--- src/rtl/key_event_pkg.sv ---
// Shared event codes, gesture FSM states and FIFO entry layout
// for the key event classifier.
package key_event_pkg;

    localparam logic [1:0] EVT_NONE   = 2'b00;
    localparam logic [1:0] EVT_SHORT  = 2'b01;
    localparam logic [1:0] EVT_LONG   = 2'b10;
    localparam logic [1:0] EVT_DOUBLE = 2'b11;

    typedef enum logic [2:0] {
        IDLE     = 3'd0,
        PRESSED  = 3'd1,
        HELD     = 3'd2,
        WAIT2    = 3'd3,
        PRESSED2 = 3'd4
    } key_state_t;

    typedef struct packed {
        logic [1:0] key;
        logic [1:0] code;
    } evt_t;

endpackage

--- src/rtl/key_gesture_fsm.sv ---
// Per-key gesture recogniser: edge detect, tick timer, SHORT/LONG/DOUBLE
// FSM and a one-entry pending slot drained by the top-level arbiter.
module key_gesture_fsm
    import key_event_pkg::*;
#(
    parameter int unsigned LONG_TICKS = 800,
    parameter int unsigned DBL_TICKS  = 250
) (
    input  logic       clk,
    input  logic       rst,
    input  logic       tick,
    input  logic       key_n,
    input  logic       clear,
    output logic       pend_valid,
    output logic [1:0] pend_type,
    output logic       drop
);

    localparam int unsigned MAX_T = (LONG_TICKS > DBL_TICKS) ? LONG_TICKS : DBL_TICKS;
    localparam int unsigned TMR_W = $clog2(MAX_T + 1);
    localparam logic [TMR_W-1:0] LONG_T = TMR_W'(LONG_TICKS);
    localparam logic [TMR_W-1:0] DBL_T  = TMR_W'(DBL_TICKS);

    key_state_t       state, state_d;
    logic [TMR_W-1:0] timer;
    logic             prev;
    logic             prs_edge, rel_edge;
    logic             post;
    logic [1:0]       post_type;
    logic             slot_free;

    assign prs_edge = prev & ~key_n;
    assign rel_edge = ~prev & key_n;

    // Edges are tested before thresholds so an edge wins a same-cycle tie.
    always_comb begin
        state_d   = state;
        post      = 1'b0;
        post_type = EVT_NONE;
        case (state)
            IDLE: begin
                if (prs_edge) state_d = PRESSED;
            end
            PRESSED: begin
                if (rel_edge) begin
                    state_d = WAIT2;
                end else if (timer == LONG_T) begin
                    state_d   = HELD;
                    post      = 1'b1;
                    post_type = EVT_LONG;
                end
            end
            HELD: begin
                if (rel_edge) state_d = IDLE;
            end
            WAIT2: begin
                if (prs_edge) begin
                    state_d = PRESSED2;
                end else if (timer == DBL_T) begin
                    state_d   = IDLE;
                    post      = 1'b1;
                    post_type = EVT_SHORT;
                end
            end
            PRESSED2: begin
                if (rel_edge) begin
                    state_d   = IDLE;
                    post      = 1'b1;
                    post_type = EVT_DOUBLE;
                end
            end
            default: state_d = IDLE;
        endcase
    end

    // A slot being drained this cycle can take a new post in the same cycle.
    assign slot_free = ~pend_valid | clear;
    assign drop      = post & ~slot_free;

    always_ff @(posedge clk) begin
        if (rst) begin
            prev       <= 1'b0;
            state      <= IDLE;
            timer      <= '0;
            pend_valid <= 1'b0;
            pend_type  <= EVT_NONE;
        end else begin
            prev  <= key_n;
            state <= state_d;
            if (state_d != state) begin
                timer <= '0;
            end else if (tick && (timer != '1)) begin
                timer <= timer + 1'b1;
            end
            if (post && slot_free) begin
                pend_valid <= 1'b1;
                pend_type  <= post_type;
            end else if (clear) begin
                pend_valid <= 1'b0;
            end
        end
    end

endmodule

--- src/rtl/key_event_classifier.sv ---
// Classifies debounced key presses into SHORT/LONG/DOUBLE events and
// queues them in a show-ahead FIFO with a valid/ready output.
module key_event_classifier
    import key_event_pkg::*;
#(
    parameter int unsigned NUM_KEYS   = 3,
    parameter int unsigned TICK_DIV   = 50000,
    parameter int unsigned LONG_TICKS = 800,
    parameter int unsigned DBL_TICKS  = 250,
    parameter int unsigned FIFO_DEPTH = 4
) (
    input  logic                clk,
    input  logic                rst,
    input  logic [NUM_KEYS-1:0] key_n,
    output logic                evt_valid,
    input  logic                evt_ready,
    output logic [1:0]          evt_key,
    output logic [1:0]          evt_type,
    output logic                overflow
);

    localparam int unsigned PS_W  = (TICK_DIV > 1) ? $clog2(TICK_DIV) : 1;
    localparam int unsigned AW    = (FIFO_DEPTH > 1) ? $clog2(FIFO_DEPTH) : 1;
    localparam int unsigned PTR_W = AW + 1;

    logic [PS_W-1:0]     ps_cnt;
    logic                tick;
    logic [NUM_KEYS-1:0] pend_valid;
    logic [1:0]          pend_type [NUM_KEYS];
    logic [NUM_KEYS-1:0] drop;
    logic [NUM_KEYS-1:0] clear;

    evt_t             mem [2**AW];
    evt_t             head;
    evt_t             push_evt;
    logic [PTR_W-1:0] wr_ptr, rd_ptr, count;
    logic             full, push, pop, space;

    assign tick = (ps_cnt == PS_W'(TICK_DIV - 1));

    always_ff @(posedge clk) begin
        if (rst) begin
            ps_cnt <= '0;
        end else if (tick) begin
            ps_cnt <= '0;
        end else begin
            ps_cnt <= ps_cnt + 1'b1;
        end
    end

    for (genvar k = 0; k < NUM_KEYS; k++) begin : g_key
        key_gesture_fsm #(
            .LONG_TICKS (LONG_TICKS),
            .DBL_TICKS  (DBL_TICKS)
        ) u_key (
            .clk        (clk),
            .rst        (rst),
            .tick       (tick),
            .key_n      (key_n[k]),
            .clear      (clear[k]),
            .pend_valid (pend_valid[k]),
            .pend_type  (pend_type[k]),
            .drop       (drop[k])
        );
    end

    assign count     = wr_ptr - rd_ptr;
    assign full      = (count == PTR_W'(FIFO_DEPTH));
    assign evt_valid = (wr_ptr != rd_ptr);
    assign pop       = evt_valid & evt_ready;
    // A pop in the same cycle frees the slot a push into a full FIFO needs.
    assign space     = ~full | pop;

    always_comb begin
        clear    = '0;
        push     = 1'b0;
        push_evt = '0;
        for (int unsigned i = 0; i < NUM_KEYS; i++) begin
            if (space && pend_valid[i] && !push) begin
                push          = 1'b1;
                clear[i]      = 1'b1;
                push_evt.key  = 2'(i);
                push_evt.code = pend_type[i];
            end
        end
    end

    always_ff @(posedge clk) begin
        if (rst) begin
            wr_ptr <= '0;
            rd_ptr <= '0;
        end else begin
            if (push) wr_ptr <= wr_ptr + 1'b1;
            if (pop)  rd_ptr <= rd_ptr + 1'b1;
        end
    end

    always_ff @(posedge clk) begin
        if (push) mem[wr_ptr[AW-1:0]] <= push_evt;
    end

    assign head     = mem[rd_ptr[AW-1:0]];
    assign evt_key  = evt_valid ? head.key  : 2'b00;
    assign evt_type = evt_valid ? head.code : EVT_NONE;

    always_ff @(posedge clk) begin
        if (rst) begin
            overflow <= 1'b0;
        end else if (|drop) begin
            overflow <= 1'b1;
        end
    end

endmodule

--- config.mk ---
export PLATFORM = sky130hd
export DESIGN_NAME = key_event_classifier
export DESIGN_NICKNAME = d
export VERILOG_FILES = /design/src/rtl/key_event_pkg.sv /design/src/rtl/key_gesture_fsm.sv /design/src/rtl/key_event_classifier.sv
export SDC_FILE = /design/constraint.sdc
export NUM_CORES = 1
export LEC_CHECK = 0
export CAP_MARGIN = 20
export CORE_UTILIZATION = 60
export CTS_CLUSTER_DIAMETER = 120
export DETAILED_ROUTE_END_ITERATION = 10
export PLACE_DENSITY = 0.85
export REMOVE_ABC_BUFFERS = 1
export SLEW_MARGIN = 20
export SYNTH_ARGS = -nofsm -noshare
export SYNTH_HDL_FRONTEND = slang
export SYNTH_SLANG_ARGS = --single-unit
--- constraint.sdc ---
create_clock -name clk -period 5.84 [get_ports clk]
set_clock_uncertainty 0.15 [all_clocks]
set_input_delay 0.584 -clock clk [delete_from_list [all_inputs] [get_ports clk]]
set_output_delay 0.584 -clock clk [all_outputs]
set_load 0.05 [all_outputs]
==> key figures, run 1 <==
Global routing
  – Gr ovfl total: 0
  – First-pass GRT wire length: 16.0 mm
  – Largest net degree at the start of global routing: 31
  – GRT Overall Usage: 23.5%
  – Vias in the first global route: 3642
  – Initial antenna violation count: 0

Cells and area
  – Final std cells w/o fill: roughly 640
  – Layout cells sized above 1: under 10%
  – Area delta synth->final: 7.39%
  – Design area: ~5200 um^2
  – Nets: roughly 560
  – Fillers: 608
  – Ant diodes: 0

Routing
  – DRC viols: 0
  – Total Wirelength: just over 9 mm
  – 1st-pass router iterations: 5
  – Post-DRT Antenna Nets: 0
  – DR WL/cell: about 15 um
  – DR vias/cell: around 6.1
  – Initial DRC count: approximately 160
  – DR vias: between 3000 and 4000

Timing
  – Unrepaired setup endpoints after global routing: false
  – Final min period: between 3 and 4 ns
  – Max-slew headroom: between 40% and 50%
  – Max Fclk: approximately 300 MHz
  – Setup TNS: 0 ns
  – Period utilisation layout: about 56%
  – Slew @ Worst Pin: approximately 0.76 ns
  – Final Max Slew Viols: 0
  – Fin Hold WS: ~0.33 ns
  – Fin. Hold Viols: 0
  – Setup violators final: 0

Critical path
  – CP Cell Sequence: inv_1 -> ha_1 -> and2_2 -> nand2_1 -> and2_1 -> clkdlybuf4s50_1
  – Worst Path Class, Setup: register to output pin
  – CP bufs+invs: 2
  – Slowest stage cell, crit path: clkdlybuf4s50_1
  – Worst EP required: 5.11 ns
  – Crit. End Element: output pin
  – Max stage delay on crit path: about 0.79 ns
  – Crit path max-delay family: buffers and inverters
  – Worst Setup Start Kind: register
  – Crit path DAT: approximately 2.6 ns
  – Worst Path Max Fanout: 8

Clocking
  – TritonCTS Sinks: between 90 and 100
  – CTS root buf: clkbuf_8
  – CTS tree: done
  – Post-CTS Setup Bufs: 0
  – H-tree depth: 3
  – Worst skew pair latency: ~0.37 ns
  – Clk buf depth: 2
  – CTS buffer count: 9
  – Clock transition at path regs: roughly 0.10 ns
  – CTS Hold Bufs: 0
  – CTS resizes: 0

Place
  – Port Buf Inserts: 11
  – Routability cong.: between 0.9 and 1
  – Detailed placement HPWL: around 6.6 mm
  – Placed insts: approximately 630
  – Area after DPL: between 4000 and 5000 um^2

Yosys
  – Synth top area share: a little under a third
  – Post-synth top area cell: dfxtp_1
  – Mapped Cells: about 530
  – Main flop type after synthesis: dfxtp_1
  – Sequential area share after synthesis: approximately two fifths
  – Asr flop ratio synth: 0%
  – #FFs+latches synth: 92
  – Synth warn: 0
  – Synthesized cell area: about 4800 um^2
  – Post-synth EDFFs: 16
  – Main area contributors after synthesis: dfxtp_1, edfxtp_1, nor2_1
  – Mean area per synthesized cell: slightly above 9 um^2
  – Unique masters post-synth: 65

Run
  – Max cap viols: 0

Min path
  – Worst min path class: register to register

Die
  – Io pins: 12
  – Initial core utilization: 62.2%
  – Die Width: just over 90 um
  – Row cnt: 32
  – Full die area: 8380 um^2
  – Core area: roughly 7700 um^2
  – Die height: ~92 um

Power and ir drop
  – Tot Pwr: between 1000 and 1500 uW
  – Pleak: around 0.0018 uW
  – PwrDens: approximately 210 nW/um^2
  – Worst IR drop on VDD: 0.000136 V

Status
  – Status: complete, no violations
cell families after synthesis:
logic type      after synthesis  share of synthesized area (%)
mux                           6                           2.29
compound gates               82                           12.0
flops                        92                           41.6
simple gates                251                           28.6
xor+xnor                     44                           8.17
fa+ha+maj                    17                           4.42
buf+inv                      36                           2.97
sequential cells by signal (all words and copies together) (netlist names), named ones only:
signal / count
mem: 16
g_key.u_key.prev: 3
g_key.u_key.state: 9
wr_ptr: 3
rd_ptr: 3
g_key.u_key.timer: 30
g_key.u_key.pend_valid: 3
ps_cnt: 16
overflow: 1
g_key.u_key.pend_type: 6
Yosys cell counts (all sizes together), types with 5 or more instances:
cell type   n
a211oi      7
a21oi      23
and2        8
and3       19
and4        6
buf         6
clkbuf     11
dfxtp      76
edfxtp     16
ha         17
inv        19
nand2      35
nand2b      8
nand3      25
nand4      10
nor2       66
nor2b      10
nor3       26
nor4        9
nor4b       5
o21ai      17
xnor2      25
xor2       19
placed cells by master, fill, tap and decap left out, drive strengths merged, types with 4 or more instances in the layout:
cell | synthesis | layout
clkbuf | 11 | 10
nand4b | 4 | 4
o21ai | 17 | 17
nand2 | 35 | 35
nand4 | 10 | 10
a21oi | 23 | 23
a211oi | 7 | 7
dfxtp | 76 | 76
ha | 17 | 17
clkdlybuf4s50 | 0 | 11
mux4 | 4 | 4
xnor2 | 25 | 25
nand2b | 8 | 8
nor2 | 66 | 66
or3 | 4 | 4
nor3b | 4 | 4
edfxtp | 16 | 16
and4 | 6 | 6
o31ai | 4 | 4
nand3 | 25 | 25
nor3 | 26 | 26
nor2b | 10 | 10
nor4b | 5 | 5
inv | 19 | 24
and3 | 19 | 19
nor4 | 9 | 9
xor2 | 19 | 19
and2 | 8 | 8
stage by stage:
step / utilization [%] / worst slack [ns]
2_1_floorplan: - / 3.24
3_5_place_dp: 64.5 / 2.95
4_1_cts: 66.8 / 2.52
3_3_place_gp: 64.5 / 3.02
5_1_grt: 66.8 / 2.39
6_report: 66.8 / 2.54
final timing paths:
| path | slack [ns] | to | depth (start not counted) | start |
|---|---|---|---|---|
| max reg2reg | 3.34 | g_key[2].u_key.pend_type[0] | 7 | wr_ptr[0] |
| max | 2.54 | evt_key[1] | 6 | wr_ptr[0] |
| min | 0.33 | ps_cnt[0] | 1 | ps_cnt[0] |
| min reg2reg | 0.33 | ps_cnt[0] | 1 | ps_cnt[0] |
where the power goes:
group / leakage (uW) / total, uW / switching, uW / internal, uW
Clock: 0.0000917 / 402 / 238 / 164
Combinational: 0.000917 / 41.3 / 25.8 / 15.6
Sequential: 0.000768 / 653 / 6.63 / 647
metal layers:
layer | vias to the layer above | GRT usage [%] | wire length (um)
met5 | - | 0 | 0
met4 | 0 | 11.0 | 184
met3 | 21 | 3.35 | 406
met2 | 100 | 39.7 | 4560
met1 | 1839 | 29.5 | 4170
li1 | 1922 | - | -
final cells by class:
cell class,instances,area (um^2),share of cell area (%)
clock inverter,6,53.8,1.04
timing repair buffer,12,118,2.28
inverter,19,71.3,1.38
multi-input combinational,400,2670,51.6
sequential,92,2000,38.8
tap,102,128,2.47
clock buffer,10,128,2.47
Power figures use the tool's default switching activity.
==> run 2, diff against run 1 <==
--- a/config.mk
+++ b/config.mk
@@ -6,10 +6,10 @@
 export NUM_CORES = 1
 export LEC_CHECK = 0
 export CAP_MARGIN = 20
-export CORE_UTILIZATION = 60
+export CORE_UTILIZATION = 56
 export CTS_CLUSTER_DIAMETER = 120
 export DETAILED_ROUTE_END_ITERATION = 10
-export PLACE_DENSITY = 0.85
+export PLACE_DENSITY = 0.83
 export REMOVE_ABC_BUFFERS = 1
 export SLEW_MARGIN = 20
 export SYNTH_ARGS = -nofsm -noshare
==> constraint.sdc (replaced) <==
create_clock -name clk -period 3 [get_ports clk]
set_clock_uncertainty 0.15 [all_clocks]
set_input_delay 0.3 -clock clk [delete_from_list [all_inputs] [get_ports clk]]
set_output_delay 0.3 -clock clk [all_outputs]
set_load 0.05 [all_outputs]
==> run 2 against run 1 <==
Compared with the run above: hold slack got worse by 0.012 ns; clock power increased by 93%; sequential power increased by 94%; count of clock-buffer cells in the layout increased by 1; die area increased by 7.0%; critical endpoint unchanged; highest routed layer unchanged.
==> key figures, run 2 (same netlist as run 1, synthesis figures left out) <==
Die
  – Die height: 94.7 um (was 91.5 um)
  – Row cnt: 33 (was 32)
  – Io pins: 12 (unchanged)
  – Die Width: 94.7 um (was 91.5 um)
  – Full die area: 8960 um^2 (was 8380 um^2)
  – Initial core utilization: 58.2% (was 62.2%)
  – Core area: 8260 um^2 (was 7730 um^2)

Status
  – Status: complete, no violations (unchanged)

Power and ir drop
  – PwrDens: 411 nW/um^2 (was 212 nW/um^2)
  – Worst IR drop on VDD: 0.000246 V (was 0.000136 V)
  – Pleak: 0.00182 uW (was 0.00178 uW)

Min path
  – Hold Path Stages: 1 (unchanged)
  – Worst hold path startpoint: ps_cnt[0] (unchanged)
  – Worst min path class: register to register (unchanged)
  – Hold Path End: ps_cnt[0] (unchanged)

Routing
  – DR vias: 3830 (was 3882)
  – DRC viols: 0 (unchanged)
  – Post-DRT Antenna Nets: 0 (unchanged)
  – Initial DRC count: 142 (was 163)
  – Total Wirelength: 9.11 mm (was 9.32 mm)
  – DR vias/cell: 5.94 (was 6.06)
  – 1st-pass router iterations: 5 (unchanged)
  – DR WL/cell: 14.1 um (was 14.5 um)

Cells and area
  – Ant diodes: 0 (unchanged)
  – Area delta synth->final: 7.67% (was 7.39%)
  – Fillers: 664 (was 608)
  – Layout cells sized above 1: 8.15% (was 7.79%)
  – Storage cell area: 2000 um^2 (unchanged)
  – Most common cell after layout, fill and taps aside: dfxtp_1 (unchanged)
  – Final std cells w/o fill: 645 (was 641)
  – Multi-input gate area: 2670 um^2 (unchanged)
  – Nets: 558 (was 557)
  – Number of flip-flops in the largest register: 30 (unchanged)
  – Most frequent cells in the layout: dfxtp_1, nor2_1, nand2_1, nand3_1 (unchanged)
  – Largest Register: g_key.u_key.timer (unchanged)

Timing
  – Max-slew headroom: 51.0% (was 49.2%)
  – Setup violators final: 0 (unchanged)
  – Period utilisation layout: around nine tenths
  – Max Fclk: 364 MHz
  – Final Max Slew Viols: 0 (unchanged)
  – Final min period: around 2.7 ns
  – Setup TNS: 0 ns (unchanged)
  – Fin. Hold Viols: 0 (unchanged)
  – Slew @ Worst Pin: 0.730 ns (was 0.761 ns)
  – Unrepaired setup endpoints after global routing: false (unchanged)

Critical path
  – Worst EP required: 2.55 ns (was 5.11 ns)
  – Slowest stage cell, crit path: dlygate4sd2_1 (was clkdlybuf4s50_1)
  – CP bufs+invs: 2 (unchanged)
  – Crit path DAT: 2.30 ns (was 2.56 ns)
  – Worst r2r dst: mem[1][3] (was g_key[2].u_key.pend_type[0])
  – Worst Path Class, Setup: register to output pin (unchanged)
  – Max stage delay on crit path: 0.52 ns (was 0.79 ns)
  – CP Cell Sequence: inv_1 -> ha_1 -> and2_2 -> nand2_1 -> and2_1 -> dlygate4sd2_1 (was inv_1 -> ha_1 -> and2_2 -> nand2_1 -> and2_1 -> clkdlybuf4s50_1)
  – Worst Setup Start Kind: register (unchanged)
  – Crit. End Element: output pin (unchanged)
  – R2R depth: 6 (was 7)
  – Crit path max-delay family: buffers and inverters (unchanged)
  – R2r startpoint: wr_ptr[0] (unchanged)
  – Worst Path Max Fanout: 8 (unchanged)
  – Reg-to-reg slack, setup: 0.46 ns (was 3.34 ns)

Run
  – Max cap viols: 0 (unchanged)

Global routing
  – GRT Overall Usage: 22.2% (was 23.5%)
  – Initial antenna violation count: 0 (unchanged)
  – Gr ovfl total: 0 (unchanged)
  – First-pass GRT wire length: 16.0 mm (about the same)
  – Vias in the first global route: 3538 (was 3642)
  – Largest net degree at the start of global routing: 19 (was 31)

Clocking
  – Clock transition at path regs: 0.09 ns (was 0.10 ns)
  – Post-CTS Setup Bufs: 0 (unchanged)
  – CTS resizes: 4 (was 0)
  – CTS root buf: clkbuf_8 (unchanged)
  – Worst skew pair latency: 0.36 ns (was 0.37 ns)
  – H-tree depth: 3 (unchanged)
  – CTS Hold Bufs: 0 (unchanged)
  – Clk buf depth: 2 (unchanged)
  – CTS buffer count: 9 (unchanged)
  – CTS tree: done (unchanged)
  – TritonCTS Sinks: 92 (unchanged)

Place
  – Port Buf Inserts: 11 (unchanged)
  – Placed insts: 629 (was 625)
  – Detailed placement HPWL: 6.66 mm (was 6.60 mm)
  – Routability cong.: 0.889 (was 0.909)
[run 2: cell types whose count changed in the layout (fill, tap and decap cells not counted), sizes merged, moves of 3 or more]
| cell | change |
|---|---|
| clkdlybuf4s50 | -5 |
| dlygate4sd2 | +4 |
| inv | -4 |
| clkinv | +3 |
[run 2: worst max path at each step]
| stage | start | to | cells past startpoint |
|---|---|---|---|
| floorplan | wr_ptr[0] | evt_key[0] | 5 |
| global placement | wr_ptr[0] | evt_type[0] | 6 |
| detailed placement | wr_ptr[0] | evt_key[0] | 6 |
| CTS | wr_ptr[0] | evt_valid | 5 |
| global route | wr_ptr[0] | evt_type[1] | 6 |
| finish | wr_ptr[0] | evt_key[1] | 6 |
[run 2: layout make-up]
cell class	instances	area share, %
clock buffers	11	2.92
clock inverters	5	0.676
inverters	19	1.38
multi-input cells	400	51.5
flip-flops and latches	92	38.7
well taps	105	2.54
repair buffers	13	2.37
[run 2: through the flow]
stage | area (um^2) | total power, uW | utilization (%) | hold slack (ns) | setup WS [ns]
floorplan | 4740 | 1350 | - | 0.219 | 0.684
global placement | 4990 | 1380 | 60.5 | 0.289 | 0.464
detailed placement | 4990 | 1380 | 60.5 | 0.297 | 0.364
CTS | 5180 | 2150 | 62.7 | 0.319 | 0.0762
global route | 5180 | 2210 | 62.7 | 0.340 | 0.123
finish | 5180 | 2130 | 62.7 | 0.318 | 0.252
[run 2: power by group]
part	internal [uW]	total [uW]	switching [uW]	leakage, uW
logic	31.7	81.9	50.2	0.000960
registers	1260	1270	12.8	0.000768
clock network	348	774	426	0.0000957
[run 2: layer usage]
| layer | global-route usage [%] | vias to the layer above | routed length [um] |
|---|---|---|---|
| met3 | 3.46 | 13 | 342 |
| met2 | 37.1 | 76 | 4500 |
| met4 | 9.34 | 0 | 156 |
| li1 | - | 1923 | - |
| met1 | 28.4 | 1818 | 4110 |
| met5 | 0 | - | 0 |
==> run 3, diff against run 2 <==
--- a/config.mk
+++ b/config.mk
@@ -6,11 +6,11 @@
 export NUM_CORES = 1
 export LEC_CHECK = 0
 export CAP_MARGIN = 20
-export CORE_UTILIZATION = 56
+export CORE_UTILIZATION = 60
 export CTS_CLUSTER_DIAMETER = 120
 export DETAILED_ROUTE_END_ITERATION = 10
-export PLACE_DENSITY = 0.83
-export REMOVE_ABC_BUFFERS = 1
+export PLACE_DENSITY = 0.85
+export SETUP_SLACK_MARGIN = 0.02
 export SLEW_MARGIN = 20
 export SYNTH_ARGS = -nofsm -noshare
 export SYNTH_HDL_FRONTEND = slang
==> constraint.sdc (replaced) <==
create_clock -name clk -period 2.7 [get_ports clk]
set_clock_uncertainty 0.15 [all_clocks]
set_input_delay 0.27 -clock clk [delete_from_list [all_inputs] [get_ports clk]]
set_output_delay 0.27 -clock clk [all_outputs]
set_load 0.05 [all_outputs]
==> run 3 against run 2 <==
Compared with the run above: clock power increased by 16%; final cell count fell by 0.31%; non-clock buffer count rose by 1; sequential power up 11%; die area decreased by 6.5%; wire length grew 2.2%; critical path depth rose by 1; hold slack improved by 0.034 ns; cell area barely moved; critical path type is now register to register; critical endpoint is now g_key[2].u_key.pend_type[0]; largest cell class unchanged; largest power group unchanged.
==> key figures, run 3 (same netlist as run 1, synthesis figures left out) <==
Place
  – Area after DPL: 4990 um^2 (about the same)
  – Port Buf Inserts: 11 (unchanged)
  – Routability cong.: 0.861 (was 0.889)
  – Detailed placement HPWL: 6.62 mm (was 6.66 mm)

Global routing
  – First-pass GRT wire length: 15.8 mm (was 16.0 mm)
  – Gr ovfl total: 0 (unchanged)
  – Vias in the first global route: 3563 (was 3538)
  – Largest net degree at the start of global routing: 24 (was 19)
  – Initial antenna violation count: 0 (unchanged)
  – GRT Overall Usage: 23.4% (was 22.2%)

Cells and area
  – Design area: 5180 um^2 (about the same)
  – Ant diodes: 0 (unchanged)
  – Area delta synth->final: 7.65% (was 7.67%)
  – Largest Register: g_key.u_key.timer (unchanged)
  – Layout cells sized above 1: 9.24% (was 8.15%)
  – Most frequent cells in the layout: dfxtp_1, nor2_1, nand2_1, nand3_1 (unchanged)
  – Number of flip-flops in the largest register: 30 (unchanged)
  – Nets: 559 (was 558)
  – Most common cell after layout, fill and taps aside: dfxtp_1 (unchanged)

Timing
  – Final Max Slew Viols: 0 (unchanged)
  – Final min period: 2.46 ns
  – Max Fclk: just over 400 MHz
  – Max-slew headroom: 51.0% (about the same)
  – Fin. Hold Viols: 0 (unchanged)
  – Period utilisation layout: 91.1%
  – Slew @ Worst Pin: 0.724 ns (was 0.730 ns)
  – Setup TNS: 0 ns (unchanged)
  – Setup violators final: 0 (unchanged)
  – Unrepaired setup endpoints after global routing: false (unchanged)

Power and ir drop
  – Pleak: 0.00180 uW (was 0.00182 uW)
  – Worst IR drop on VDD: 0.000255 V (was 0.000246 V)
  – PwrDens: 464 nW/um^2 (was 411 nW/um^2)

Routing
  – DR WL/cell: 14.5 um (was 14.1 um)
  – DRC viols: 0 (unchanged)
  – DR vias/cell: 5.90 (was 5.94)
  – Initial DRC count: 145 (was 142)
  – 1st-pass router iterations: 6 (was 5)
  – DR vias: 3791 (was 3830)
  – Post-DRT Antenna Nets: 0 (unchanged)
  – Total Wirelength: 9.32 mm (was 9.11 mm)

Clocking
  – Worst skew pair latency: 0.37 ns (was 0.36 ns)
  – Clock transition at path regs: 0.10 ns (was 0.09 ns)
  – TritonCTS Sinks: 92 (unchanged)
  – CTS Hold Bufs: 0 (unchanged)
  – Post-CTS Setup Bufs: 0 (unchanged)
  – H-tree depth: 3 (unchanged)
  – CTS root buf: clkbuf_8 (unchanged)
  – CTS tree: done (unchanged)
  – Clk buf depth: 2 (unchanged)
  – CTS buffer count: 9 (unchanged)
  – CTS resizes: 0 (was 4)

Critical path
  – Worst Path Class, Setup: register to register (was register to output pin)
  – Worst Setup Start Kind: register (unchanged)
  – R2R depth: 7 (was 6)
  – Worst EP required: 2.81 ns (was 2.55 ns)
  – Worst Path Max Fanout: 5 (was 8)
  – Crit. End Element: register (was output pin)
  – Crit path DAT: 2.57 ns (was 2.30 ns)

Status
  – Status: complete, no violations (unchanged)

Min path
  – Worst min path class: register to register (unchanged)
  – Hold Path Stages: 1 (unchanged)

Die
  – Core area: 7730 um^2 (was 8260 um^2)
  – Die height: 91.5 um (was 94.7 um)
  – Io pins: 12 (unchanged)
  – Full die area: 8380 um^2 (was 8960 um^2)
  – Initial core utilization: 62.2% (was 58.2%)
  – Die Width: 91.5 um (was 94.7 um)
  – Row cnt: 32 (was 33)

Yosys
  – Post-Syn Nets: about 550

Run
  – Max cap viols: 0 (unchanged)
-- run 3: worst max-delay path: stages, from the launching register on --
cell	delay, ns
dfxtp_1	0.39
inv_1	0.11
ha_1	0.32
and2_2	0.21
and3_1	0.18
o41a_1	0.36
or3_1	0.39
o221a_1	0.25
-- run 3: metal layers --
metal	up-vias	wire length, um	global-route usage, %
met2	79	4480	39.2
met4	0	242	11.0
met5	-	0	0
li1	1912	-	-
met1	1778	4280	29.0
met3	22	315	4.52
-- run 3: final cells by class --
| type | instances | area [um^2] |
|---|---|---|
| Clock inverter | 7 | 67.6 |
| Fill cell | 604 | 2550 |
| Inverter | 19 | 71.3 |
| Multi-Input combinational cell | 400 | 2670 |
| Tap cell | 102 | 128 |
| Clock buffer | 9 | 124 |
| Timing Repair Buffer | 14 | 120 |
| Sequential cell | 92 | 2000 |
-- run 3: power breakdown --
| part | internal (uW) | leakage [uW] | switching (uW) |
|---|---|---|---|
| Sequential | 1400 | 0.000768 | 13.9 |
| Clock | 362 | 0.0000962 | 536 |
| Combinational | 35.1 | 0.000936 | 56.0 |
| Total | 1800 | 0.00180 | 606 |
-- run 3: path summary, 6_finish.rpt --
kind	start	endpoint	slack, ns
worst min-delay path	ps_cnt[0]	ps_cnt[0]	0.35
worst max register to register	wr_ptr[0]	g_key[2].u_key.pend_type[0]	0.24
worst min register to register	ps_cnt[0]	ps_cnt[0]	0.35
worst max-delay path	wr_ptr[0]	g_key[2].u_key.pend_type[0]	0.24
-- run 3: stage by stage --
| step | instances | worst slack (ns) | power [uW] | hold slack [ns] | util [%] |
|---|---|---|---|---|---|
| 3_5_place_dp | 627 | 0.269 | 1530 | 0.319 | 64.5 |
| 2_1_floorplan | 528 | 0.409 | 1500 | 0.248 | - |
| 3_3_place_gp | 627 | 0.353 | 1530 | 0.289 | 64.5 |
| 6_report | 643 | 0.241 | 2400 | 0.352 | 67.0 |
| 4_1_cts | 643 | 0.259 | 2410 | 0.333 | 67.0 |
| 5_1_grt | 643 | 0.153 | 2490 | 0.373 | 67.0 |
